## src/rtl/instr_fetch.sv

```systemverilog
// instr_fetch: fetch stage ahead of the instruction decoder.
// Holds the program counter and issues one req/ack read at a time to
// instruction memory. Fetched words are buffered in a small FIFO that the
// decoder drains with valid/ready. A redirect flushes the FIFO and restarts
// fetch at a new PC. A request that is still in flight when the redirect
// arrives is allowed to complete, and its data is then thrown away.
module instr_fetch #(
    parameter int                ADDR_W   = 8,
    parameter int                DATA_W   = 16,
    parameter int                DEPTH    = 2,
    parameter logic [ADDR_W-1:0] RESET_PC = '0
) (
    input  logic              clk,
    input  logic              reset,
    output logic              imem_req,
    output logic [ADDR_W-1:0] imem_addr,
    input  logic              imem_ack,
    input  logic [DATA_W-1:0] imem_rdata,
    output logic [DATA_W-1:0] code_out,
    output logic              code_valid,
    input  logic              code_ready,
    input  logic              redirect,
    input  logic [ADDR_W-1:0] redirect_pc,
    input  logic              halt,
    output logic [ADDR_W-1:0] pc_out
);

    localparam int PTR_W = (DEPTH > 1) ? $clog2(DEPTH) : 1;
    localparam int CNT_W = PTR_W + 1;

    // S_DRAIN marks an outstanding request whose returning data must be
    // dropped, so no separate discard flag is needed.
    typedef enum logic [1:0] {
        S_IDLE  = 2'd0,
        S_WAIT  = 2'd1,
        S_DRAIN = 2'd2
    } state_t;

    state_t            r_state;
    logic [ADDR_W-1:0] r_pc;
    logic [ADDR_W-1:0] r_addr;
    logic              r_req;

    logic [DATA_W-1:0] r_mem [DEPTH];
    logic [PTR_W-1:0]  r_wptr;
    logic [PTR_W-1:0]  r_rptr;
    logic [CNT_W-1:0]  r_count;

    logic w_push;
    logic w_pop;
    logic w_issue;
    logic w_not_empty;

    assign w_not_empty = (r_count != '0);

    // Only a live (non-draining) request delivers data. A redirect in the
    // same cycle turns that data into discarded data.
    assign w_push = (r_state == S_WAIT) && imem_ack && !redirect;

    // A redirect flushes the FIFO, so any same-cycle pop is ignored.
    assign w_pop = w_not_empty && code_ready && !redirect;

    // A request is issued only from IDLE, so nothing is outstanding at that
    // point. Checking count < DEPTH therefore ensures count + outstanding
    // never exceeds DEPTH.
    assign w_issue = (r_state == S_IDLE) && !halt && !redirect &&
                     (r_count < CNT_W'(DEPTH));

    // Fetch control FSM: PC, request handshake, and draining after a redirect.
    always_ff @(posedge clk or posedge reset) begin
        if (reset) begin
            r_state <= S_IDLE;
            r_req   <= 1'b0;
            r_addr  <= RESET_PC;
            r_pc    <= RESET_PC;
        end else begin
            if (redirect) begin
                r_pc <= redirect_pc;
            end else if (w_issue) begin
                r_pc <= r_pc + 1'b1;
            end

            case (r_state)
                S_IDLE: begin
                    if (w_issue) begin
                        r_state <= S_WAIT;
                        r_req   <= 1'b1;
                        r_addr  <= r_pc;
                    end
                end
                S_WAIT: begin
                    if (imem_ack) begin
                        r_state <= S_IDLE;
                        r_req   <= 1'b0;
                    end else if (redirect) begin
                        r_state <= S_DRAIN;
                    end
                end
                S_DRAIN: begin
                    if (imem_ack) begin
                        r_state <= S_IDLE;
                        r_req   <= 1'b0;
                    end
                end
                default: begin
                    r_state <= S_IDLE;
                    r_req   <= 1'b0;
                end
            endcase
        end
    end

    // FIFO pointers and occupancy; a redirect empties the FIFO.
    always_ff @(posedge clk or posedge reset) begin
        if (reset) begin
            r_wptr  <= '0;
            r_rptr  <= '0;
            r_count <= '0;
        end else if (redirect) begin
            r_wptr  <= '0;
            r_rptr  <= '0;
            r_count <= '0;
        end else begin
            if (w_push) begin
                r_wptr <= r_wptr + 1'b1;
            end
            if (w_pop) begin
                r_rptr <= r_rptr + 1'b1;
            end
            case ({w_push, w_pop})
                2'b10:   r_count <= r_count + 1'b1;
                2'b01:   r_count <= r_count - 1'b1;
                default: r_count <= r_count;
            endcase
        end
    end

    // FIFO storage. It needs no reset because code_out is masked while empty.
    always_ff @(posedge clk) begin
        if (w_push) begin
            r_mem[r_wptr] <= imem_rdata;
        end
    end

    assign code_valid = w_not_empty;
    assign code_out   = w_not_empty ? r_mem[r_rptr] : '0;
    assign imem_req   = r_req;
    assign imem_addr  = r_addr;
    assign pc_out     = r_pc;

endmodule

```

## config.mk

```make
export PLATFORM = sky130hd
export DESIGN_NAME = instr_fetch
export DESIGN_NICKNAME = d
export VERILOG_FILES = /design/src/rtl/instr_fetch.sv
export SDC_FILE = /design/constraint.sdc
export NUM_CORES = 1
export LEC_CHECK = 0
export CAP_MARGIN = 25
export CORE_UTILIZATION = 51
export DETAILED_ROUTE_END_ITERATION = 16
export PLACE_DENSITY = 0.84
export SYNTH_ARGS = -nofsm -noshare
export SYNTH_HDL_FRONTEND = slang
export SYNTH_SLANG_ARGS = --single-unit
```

## constraint.sdc

```tcl
create_clock -name clk -period 7.7 [get_ports clk]
set_input_delay 1.54 -clock clk [delete_from_list [all_inputs] [get_ports clk]]
set_output_delay 1.54 -clock clk [all_outputs]
set_load 0.01 [all_outputs]
```

---- Word-level counts from Yosys, hierarchy flattened ----
Memory sizes are Yosys's and may differ from the RTL's.
Cells that the tools add are included.
storage, ports and cells
  register bits ........................... 23
  word-level logic and storage cells ...... 60
  memories kept ........................... 1
  input port bits ......................... 30
  bits in writable memories ............... 32
memories
  memory  words  bits a word  read ports  clocked after Yosys merged registers in  write ports  RTL line  source
  r_mem   2      16           1           0                                        1            44        logic [DATA_W-1:0] r_mem [DEPTH];
cells by class
  equality and inequality tests ........... 8
  add/subtract/negate cells ............... 5
  order comparisons ....................... 1
  multiplexer cells ....................... 19
  reduce and logical (&&, ||, !) cells .... 19
operators with widths
  kind                                                                count
  16-bit two-way mux                                                  1
  8-bit two-way mux                                                   2
  2-bit two-way mux                                                   5
  8-bit by 1-bit adder with 8-bit output, second input constant       1
  1-bit two-way mux                                                   8
  2-bit nonzero test                                                  4
  1-bit logical AND                                                   7
  2-bit case mux with 3 select lines                                  1
  2-bit by 1-bit == test with 1-bit output, second input constant     2
  2-bit == test, second input constant                                2
  2-bit != test, second input constant                                2
  2-bit case mux with 2 select lines                                  1
  2-bit AND reduction                                                 2
  3-bit != test, second input constant                                1
  3-bit AND reduction                                                 1
  3-bit nonzero test                                                  1
  1-bit adder, second input constant                                  2
  2-bit by 1-bit adder with 2-bit output, second input constant       1
  1-bit zero test                                                     2
  2-bit zero test                                                     1
  2-bit < comparator, second input constant                           1
  2-bit by 1-bit != test with 1-bit output, second input constant     1
  1-bit case mux with 2 select lines                                  1
  2-bit OR reduction                                                  1
  2-bit by 1-bit subtractor with 2-bit output, second input constant  1

---- Logic depth before layout (Yosys ltp) ----
Gate-level depths: netlist (run 1).
  depth after elaboration ................. 6
  mapped depth ............................ 7
  gate-level depth less buffers ........... 6

---- Worst setup path after synthesis (run 1) ----
OpenSTA, ideal clock, no wires.
  kind .................................... input to register
  start point ............................. input port redirect
  end point ............................... memory r_mem[1][0], enable pin
  setup slack ............................. 4296 ps
  stages on the path ...................... 2
  data arrival time ....................... 2992 ps
  path buffers ............................ 1
  path through ............................ clkbuf_1 > nor3b_1
on the way
  word-level cells in the longest chain between the ends .. 4
ends and longest elaborated chain
  element                                  RTL line  source
  start, declared                          22        input logic redirect,
  1-bit zero test                          58        assign w_push = (r_state == S_WAIT) && imem_ack && !redirect;
  1-bit logical AND                        58
  1-bit two-way mux                        140       if (w_push) begin
  1-bit two-way mux (not written as such)  141       r_mem[r_wptr] <= imem_rdata;
  end, declared                            44
Every way passes these cells.

---- Worst setup path after layout (run 1) ----
  start point ............................. register r_rptr
  end point ............................... output port code_out[5]
on the way
  word-level cells in the longest chain between the ends .. 2
ends and longest elaborated chain
  element                 RTL line  source
  start, declared         46        logic [PTR_W-1:0] r_rptr;
  start signal, assigned  128       r_rptr <= r_rptr + 1'b1;
  memory read 2 x 16 bit  -
  16-bit two-way mux      146       assign code_out = w_not_empty ? r_mem[r_rptr] : '0;
  end, declared           19        output logic [DATA_W-1:0] code_out,
Every way passes these cells.

==> flow_summary.yaml, run 1 <==
worst_hold_path:
  holdPathStages: 2
  hp-class: "reg2reg"
  hold_end: "imem_addr[6]$_DFFE_PP0P_"
  hp-start: "imem_addr[6]$_DFFE_PP0P_"
yosys:
  synth_cell_types: 32
  synth_top_family_by_area: "simple AND/OR/NAND/NOR gates"
  synthesis.nets: 224
  synthArstFlopShare_pct: 41.8
  ys_ff_latch: 55
  ys.flop_type: "edfxtp_1"
  syn_area_um2: 2350
  yosys.area_share.simple_pct: 14.0
  synth_adder_area_share_pct: 2.13
  synth_compound_area_share_pct: 4.47
  netlist_instances: 190
  synthMuxAreaShare_pct: 7.66
  yosysTopAreaCell: "edfxtp_1"
  synth_top_area_share_pct: 40.8
  yosysSeqAreaShare_pct: 65.3
  synth_area_leaders: "edfxtp_1 (41%), dfrtp_1 (24%), mux2i_1 (7.7%)"
  yosys_warnings: 0
  avgSynthCellArea_um2: 12.4
  synth-edff-count: 32
  synthXorXnorAreaFrac_pct: 3.72
worst_setup_path:
  crit_type: "reg2out"
  critPathCaptureType: "output port"
  rrSetupSlack_ns: 5.72
  rr_startpoint: "r_state[1]$_DFFE_PP0P_"
  worst_setup_path_start_kind: "register"
  reg2reg_to: "r_state[1]$_DFFE_PP0P_"
  path_cells: "mux2i_1, nor2_1, clkdlybuf4s50_1"
  slowest_delay_ns: 0.93
  slowest_stage: "dfrtp_1"
  cp.arrival_ns: 2.08
  cp.required_ns: 6.16
  cp_max_fo: 17
  reg2reg_depth: 6
clock_network:
  clk_pin_slew_worst_paths_ns: 0.09
  cts.sink_count: 55
  clockBufferDepth: 2
  cts_resized: 0
  cts_tree: "built"
  postCtsHoldBufs: 0
  clock_latency_ns: 0.30
  root_buffer: "clkbuf_8"
  cts_buffers: 5
  postCtsSetupBuffers: 0
  cts_htree_levels: 2
sta:
  max_freq_mhz: 276
  setup_viol: 0
  period_minus_slack_ns: 3.62
  rsz0062_at_grt: "no"
  slew_violations: 0
  skew_ns: 0.0113
  worst_pin_slew_ns: 0.884
  slew_headroom_pct: 41.0
  post-route-period-util_pct: 47.0
  hold_viol: 0
  setup-tns-final_ns: 0
floorplanning:
  initial_utilization_pct: 53.7
  fp-row-count: 24
  die_area_um2: 4890
  boundaryPins: 64
  die_w_um: 69.9
  core_um2: 4380
  die_y_um: 69.9
power:
  power_frac_comb_pct: 31.5
  swShare_pct: 29.7
  total_power_uw: 791
  power.density_nw_per_um2: 253
  power.switching_uw: 235
  ir_drop_uv: 141
  internal_power_uw: 557
  leakagePower_nw: 1.19
  clockPowerShare_pct: 18.5
  pwr-share-seq_pct: 49.9
cells_and_area:
  fill_cells: 345
  n_antenna_cell: 0
  fin_nets: 289
  syn_to_final_growth_pct: 32.7
  drive_gt1_share_pct: 5.08
  final_area_um2: 3120
placement:
  place_area_um2: 3040
  gp_congestion: 0.810
  hpwl_mm: 3.12
  io_buffer_count: 63
detailed_routing:
  drcViolationCount: 0
  postRouteAntennaNets: 0
  wirelength_mm: 4.30
  first_pass_iters: 4
  drtIter0Drc: 89
  vias: 1572
  dr_wl_met3_um: 261
  post_drt_via_cell_ratio: 5.10
  wl_met2_mm: 2.07
  top_layer_used: "met4"
  wl_per_cell_um: 14.0
  met1_length_mm: 1.91
grt:
  antenna_found_initial: 0
  grt_pass1_wl_mm: 7.45
  grt_start_max_net_pins: 26
  overflow: 0
  grt_pass1_vias: 1575
  gr-usage-all-layers_pct: 19.7
status:
  status: "complete, no violations"
job:
  max_cap_violations: 0
critical path, delay by kind of cell, from the launching register on:
family	cells	cell delay [ns]
simple gates	1	0.12
flops	1	0.93
buf+inv	1	0.53
mux	1	0.19
Yosys cell counts (all sizes together), types with 2 or more instances:
cell,count
nand2,34
nor2,21
inv,5
buf,5
clkbuf,3
o21ai,12
nand2b,3
dfrtp,23
nand3,2
mux2i,18
ha,4
a21oi,2
xor2,9
nor3b,3
nand4,3
edfxtp,32
layout make-up:
class                   count  area (um^2)  share of cell area [%]
repair buffers             66          661                    21.1
well taps                  52         65.1                    2.08
multi-input cells         122          763                    24.4
inverters                   5         18.8                   0.601
flip-flops and latches     55         1540                    49.2
clock inverters             2         7.51                   0.240
clock buffers               6         72.6                    2.32
cells by family (layout without fill, tap and decap cells):
family | count (synthesis) | count (layout)
muxes | 18 | 18
xor gates and xnor gates | 10 | 10
DFF | 55 | 55
and+or+nand+nor | 72 | 72
adders and majority gates | 4 | 4
AOI/OAI and AO/OA | 18 | 18
buffers and inverters | 13 | 79
metrics by stage:
| step | setup WS [ns] | utilization [%] | hold WS, ns | instances |
|---|---|---|---|---|
| after floorplan | 4.30 | - | 0.503 | 190 |
| after global placement | 3.82 | 68.8 | 0.463 | 297 |
| after detailed placement | 4.11 | 69.3 | 0.463 | 299 |
| after CTS | 3.83 | 71.1 | 0.489 | 307 |
| after global routing | 3.91 | 71.3 | 0.516 | 308 |
| final | 4.08 | 71.3 | 0.487 | 308 |
power groups by stage:
stage                     Sequential, mW  Clock (mW)  Combinational, mW
after floorplan                    0.405           0              0.123
after global placement             0.400           0              0.241
after detailed placement           0.400           0              0.251
after CTS                          0.396       0.151              0.251
after global routing               0.403       0.165              0.275
final                              0.395       0.147              0.250
sequential cells by signal, summed over array words and instances (netlist names):
name	cells
r_rptr	1
r_count	2
r_state	2
imem_addr	8
r_mem	32
pc_out	8
imem_req	1
r_wptr	1
layout by cell type (no fill, tap or decap), types with 6 or more instances in the layout:
master and n:
clkdlybuf4s50_1 63, nand2_1 34, edfxtp_1 32, dfrtp_1 23, nor2_1 21, mux2i_1 18
xor2_1 9, o21ai_1 6, o21ai_0 6
worst max path at each step:
stage,start,end,slack [ns],depth (start not counted)
final,r_rptr$_DFFE_PP0P_,code_out[5],4.08,3
after global routing,r_rptr$_DFFE_PP0P_,code_out[7],3.91,3
after CTS,r_count[1]$_DFFE_PP0P_,code_out[0],3.83,3
after detailed placement,redirect,r_mem[1][7]$_DFFE_PP_,4.11,3
after global placement,redirect,r_mem[0][14]$_DFFE_PP_,3.82,2
after floorplan,redirect,r_mem[1][0]$_DFFE_PP_,4.30,2
layer usage:
metal	GRT usage, %	up-vias
met1	25.9	727
met4	6.67	0
met2	32.9	57
met3	3.90	7
met5	0	-
li1	-	781
No activity file was read; power rests on OpenSTA's default activity.
==> run 2, diff against run 1 <==
- CORE_UTILIZATION: 51 -> 43
- PLACE_DENSITY: 0.84 -> 0.75
- clock period: 7.7 -> 2.9 ns (I/O delays scaled with it)
==> flow_summary.yaml, run 2 (synthesized netlist as in run 1, its figures left out) <==
worst_setup_path:
  rr_startpoint: "r_state[0]$_DFFE_PP0P_"
  slowest_delay_ns: 0.55
  cpLargestDelayFamily: "buffers and inverters"
  cp.arrival_ns: 1.77
  cp.required_ns: 2.32
  critPathMostFrequentCell: "nor2_1"
  slowest_stage: "clkdlybuf4s50_1"
  path_buf_inv: 2
  crit_type: "reg2out"
  critPathCaptureType: "output port"
  crit_path_start: "r_count[1]$_DFFE_PP0P_"
  worst_setup_path_start_kind: "register"
  cp_max_fo: 17
  path_cells: "nor2_1, buf_4, nor2_1, clkdlybuf4s50_1"
placement:
  gp_congestion: 0.798
  place_ws_ns: 0.690
  dp_cells: 321
  io_buffer_count: 63
  hpwl_mm: 2.99
cells_and_area:
  largest_reg_flops: 32
  syn_to_final_growth_pct: 34.8
  drive_gt1_share_pct: 7.34
  regMostFlops: "r_mem"
  n_antenna_cell: 0
  final_common_cell: "clkdlybuf4s50_1"
  multi_input_area_um2: 763
  seqCellArea_um2: 1540
  final_cell_mix: "clkdlybuf4s50_1 (63), nand2_1 (34), edfxtp_1 (32), dfrtp_1 (23), nor2_1 (21)"
  fin_util_pct: 61.0
  fill_cells: 421
  finalNonFillerCells: 329
  fin_nets: 292
sta:
  setup_ws_ns: 0.552
  setup_viol: 0
  slew_headroom_pct: 70.2
  period_minus_slack_ns: 2.35
  post-route-period-util_pct: 81.0
  setup-tns-final_ns: 0
  skew_ns: 0.00555
  rsz0062_at_grt: "no"
  finalHoldWorstSlack_ns: 0.491
  slew_violations: 0
  hold_viol: 0
  worst_pin_slew_ns: 0.447
  max_freq_mhz: 426
floorplanning:
  core_um2: 5200
  fp-row-count: 26
  initial_utilization_pct: 45.2
  die_area_um2: 5770
  boundaryPins: 64
  die_w_um: 76.0
  die_y_um: 76.0
grt:
  grt_pass1_wl_mm: 7.08
  gr-usage-all-layers_pct: 15.8
  grt_start_max_net_pins: 24
  grt_pass1_vias: 1504
  overflow: 0
  antenna_found_initial: 0
detailed_routing:
  drcViolationCount: 0
  first_pass_iters: 4
  postRouteAntennaNets: 0
  post_drt_via_cell_ratio: 4.81
  wirelength_mm: 4.30
  vias: 1581
  wl_per_cell_um: 13.1
  drtIter0Drc: 52
clock_network:
  cts_resized: 0
  postCtsSetupBuffers: 0
  clk_pin_slew_worst_paths_ns: 0.09
  cts.sink_count: 55
  cts_tree: "built"
  root_buffer: "clkbuf_8"
  clockBufferDepth: 2
  cts_htree_levels: 2
  clock_latency_ns: 0.30
  postCtsHoldBufs: 0
  cts_buffers: 5
job:
  max_cap_violations: 0
status:
  status: "complete, no violations"
worst_hold_path:
  hp-start: "imem_addr[7]$_DFFE_PP0P_"
  hp-class: "reg2reg"
power:
  power.density_nw_per_um2: 673
  leakagePower_nw: 1.21
  ir_drop_uv: 488
==> run 2: cell types whose count changed in the layout (fill, tap and decap cells not counted) <==
cell	delta
buf_4	+5
buf_6	-2
clkinv_1	-2
clkbuf_1	-1
clkinv_2	+1
clkinv_4	+1
inv_6	+1
==> run 2: worst register-to-register path, delay by kind of cell, from the launching register on <==
family	cells	cell delay [ns]
buffers and inverters	1	0.09
and+or+nand+nor	2	0.69
muxes	1	0.19
DFF	1	0.41
adders and majority gates	1	0.22
AOI/OAI and AO/OA	1	0.23
==> run 2: final timing paths <==
kind	to	slack, ns	cells past startpoint
min in group asynchronous	pc_out[3]$_DFFE_PP0P_	0.62	3
min	imem_addr[7]$_DFFE_PP0P_	0.49	2
max	code_out[10]	0.55	4
max in group asynchronous	r_count[1]$_DFFE_PP0P_	2.04	3
min reg2reg	imem_addr[7]$_DFFE_PP0P_	0.49	2
max reg2reg	r_state[1]$_DFFE_PP0P_	1.00	6
==> run 2: cell type report <==
cell class,instances,share of cell area [%]
well taps,70,2.76
flip-flops and latches,55,48.4
clock buffers,5,2.17
repair buffers,69,21.3
clock inverters,3,0.710
inverters,5,0.591
multi-input cells,122,24.1
==> run 2: where the power goes <==
group          internal, mW  total, mW  switching [mW]
logic                 0.359      0.680           0.321
registers             0.956       1.04          0.0809
clock network         0.173      0.419           0.245
total                  1.49       2.14           0.647
==> run 2: stage by stage <==
| step | area, um^2 | power, mW |
|---|---|---|
| after CTS | 3170 | 2.16 |
| after global placement | 3080 | 1.72 |
| final | 3170 | 2.14 |
| after floorplan | 2350 | 1.40 |
| after detailed placement | 3080 | 1.74 |
| after global routing | 3170 | 2.27 |
==> run 2: routing by layer <==
metal / routed length [um] / up-vias / GRT usage, %
li1: - / 790 / -
met4: 52 / 0 / 5.19
met2: 2040 / 53 / 25.5
met3: 257 / 6 / 4.55
met1: 1950 / 732 / 20.4
met5: 0 / - / 0
==> run 3, diff against run 2 <==
- CORE_UTILIZATION: 43 -> 48
- PLACE_DENSITY: 0.75 -> 0.8
- clock period: 2.9 -> 2.3 ns (I/O delays scaled with it)
==> flow_summary.yaml, run 3 (synthesized netlist as in run 1, its figures left out) <==
cells_and_area:
  seqCellArea_um2: 1540
  fin_nets: 293
  multi_input_area_um2: 763
  final_common_cell: "clkdlybuf4s50_1"
  drive_gt1_share_pct: 7.72
  fill_cells: 365
  largest_reg_flops: 32
  syn_to_final_growth_pct: 35.7
  regMostFlops: "r_mem"
  n_antenna_cell: 0
  final_cell_mix: "clkdlybuf4s50_1 (63), nand2_1 (34), edfxtp_1 (32), dfrtp_1 (22), nor2_1 (21)"
  fin_util_pct: 67.6
floorplanning:
  boundaryPins: 64
  core_um2: 4720
  fp-row-count: 25
  die_area_um2: 5190
  initial_utilization_pct: 49.8
  die_w_um: 72.0
  die_y_um: 72.0
grt:
  grt_start_max_net_pins: 24
  grt_pass1_vias: 1480
  gr-usage-all-layers_pct: 17.5
  antenna_found_initial: 0
  overflow: 0
  grt_pass1_wl_mm: 6.87
worst_setup_path:
  cp.arrival_ns: 1.73
  path_buf_inv: 2
  path_cells: "buf_4, mux2i_1, nor2_1, clkdlybuf4s50_1"
  cpLargestDelayFamily: "buffers and inverters"
  rrSetupSlack_ns: 0.50
  cp.required_ns: 1.84
  worst_setup_path_start_kind: "register"
  critPathCaptureType: "output port"
  crit_type: "reg2out"
  slowest_delay_ns: 0.49
  slowest_stage: "clkdlybuf4s50_1"
  cp_max_fo: 16
sta:
  rsz0062_at_grt: "no"
  slew_violations: 0
  max_freq_mhz: 456
  worst_pin_slew_ns: 0.464
  hold_viol: 0
  slew_headroom_pct: 69.0
  skew_ns: 0.00479
  setup_viol: 0
  period_minus_slack_ns: 2.19
  post-route-period-util_pct: 95.2
  setup-tns-final_ns: 0
clock_network:
  postCtsHoldBufs: 0
  clockBufferDepth: 2
  clock_latency_ns: 0.30
  cts_resized: 0
  cts_htree_levels: 2
  postCtsSetupBuffers: 0
  clk_pin_slew_worst_paths_ns: 0.09
  cts_buffers: 5
  cts_tree: "built"
  root_buffer: "clkbuf_8"
  cts.sink_count: 55
status:
  status: "complete, no violations"
power:
  pwr-share-seq_pct: 47.3
  power_frac_comb_pct: 30.9
  power.switching_uw: 796
  power.density_nw_per_um2: 870
  swShare_pct: 28.7
  total_power_mw: 2.78
  ir_drop_uv: 547
  internal_power_mw: 1.98
  leakagePower_nw: 1.21
  clockPowerShare_pct: 21.8
detailed_routing:
  drtIter0Drc: 61
  wirelength_mm: 4.32
  wl_per_cell_um: 13.2
  vias: 1601
  postRouteAntennaNets: 0
  first_pass_iters: 4
  drcViolationCount: 0
  post_drt_via_cell_ratio: 4.91
job:
  max_cap_violations: 0
placement:
  io_buffer_count: 63
  hpwl_mm: 2.97
  gp_congestion: 0.759
worst_hold_path:
  hp-class: "reg2reg"
==> run 3: worst reg2reg max path, stage by stage (launching register included) <==
cell     delay (ns)
dfrtp_1        0.41
inv_1          0.09
ha_1           0.22
nor3b_4        0.46
and2b_1        0.38
a221o_1        0.19
==> run 3: metal layers <==
layer	vias up	routed length (um)	global-route usage (%)
met3	7	248	4.58
li1	785	-	-
met2	55	2000	28.9
met5	-	0	0
met1	754	2020	22.8
met4	0	49	5.45
==> run 3: per-stage QoR <==
step / cell area, um^2 / worst slack, ns / instances / hold WS [ns]
floorplan: 2360 / 0.382 / 190 / 0.462
global placement: 3090 / 0.341 / 319 / 0.467
detailed placement: 3090 / 0.285 / 319 / 0.462
CTS: 3190 / 0.0677 / 326 / 0.497
global route: 3190 / 0.00681 / 326 / 0.523
finish: 3190 / 0.109 / 326 / 0.492
==> run 3: final cells by class <==
| class | count | area share [%] |
|---|---|---|
| Clock buffer | 5 | 2.16 |
| Clock inverter | 2 | 1.18 |
| Inverter | 5 | 0.588 |
| Multi-Input combinational cell | 122 | 23.9 |
| Sequential cell | 55 | 48.2 |
| Tap cell | 67 | 2.63 |
| Timing Repair Buffer | 70 | 21.4 |
==> run 3: path summary, 6_finish.rpt <==
kind / start / cells past startpoint / end
worst max-delay path: r_rptr$_DFFE_PP0P_ / 4 / code_out[13]
worst min-delay path: imem_addr[0]$_DFFE_PP0P_ / 2 / imem_addr[0]$_DFFE_PP0P_
worst max register to register: r_state[0]$_DFFE_PP0P_ / 5 / pc_out[1]$_DFFE_PP0P_
worst min register to register: imem_addr[0]$_DFFE_PP0P_ / 2 / imem_addr[0]$_DFFE_PP0P_
max in group asynchronous: reset / 3 / r_count[1]$_DFFE_PP0P_
min in group asynchronous: reset / 3 / pc_out[6]$_DFFE_PP0P_
==> run 3: power groups by stage <==
stage                     Sequential, mW  Clock [mW]  Combinational (mW)
after floorplan                     1.36           0               0.414
after global placement              1.32           0               0.843
after detailed placement            1.33           0               0.869
after CTS                           1.31       0.628               0.870
after global routing                1.34       0.667               0.948
final                               1.31       0.607               0.858
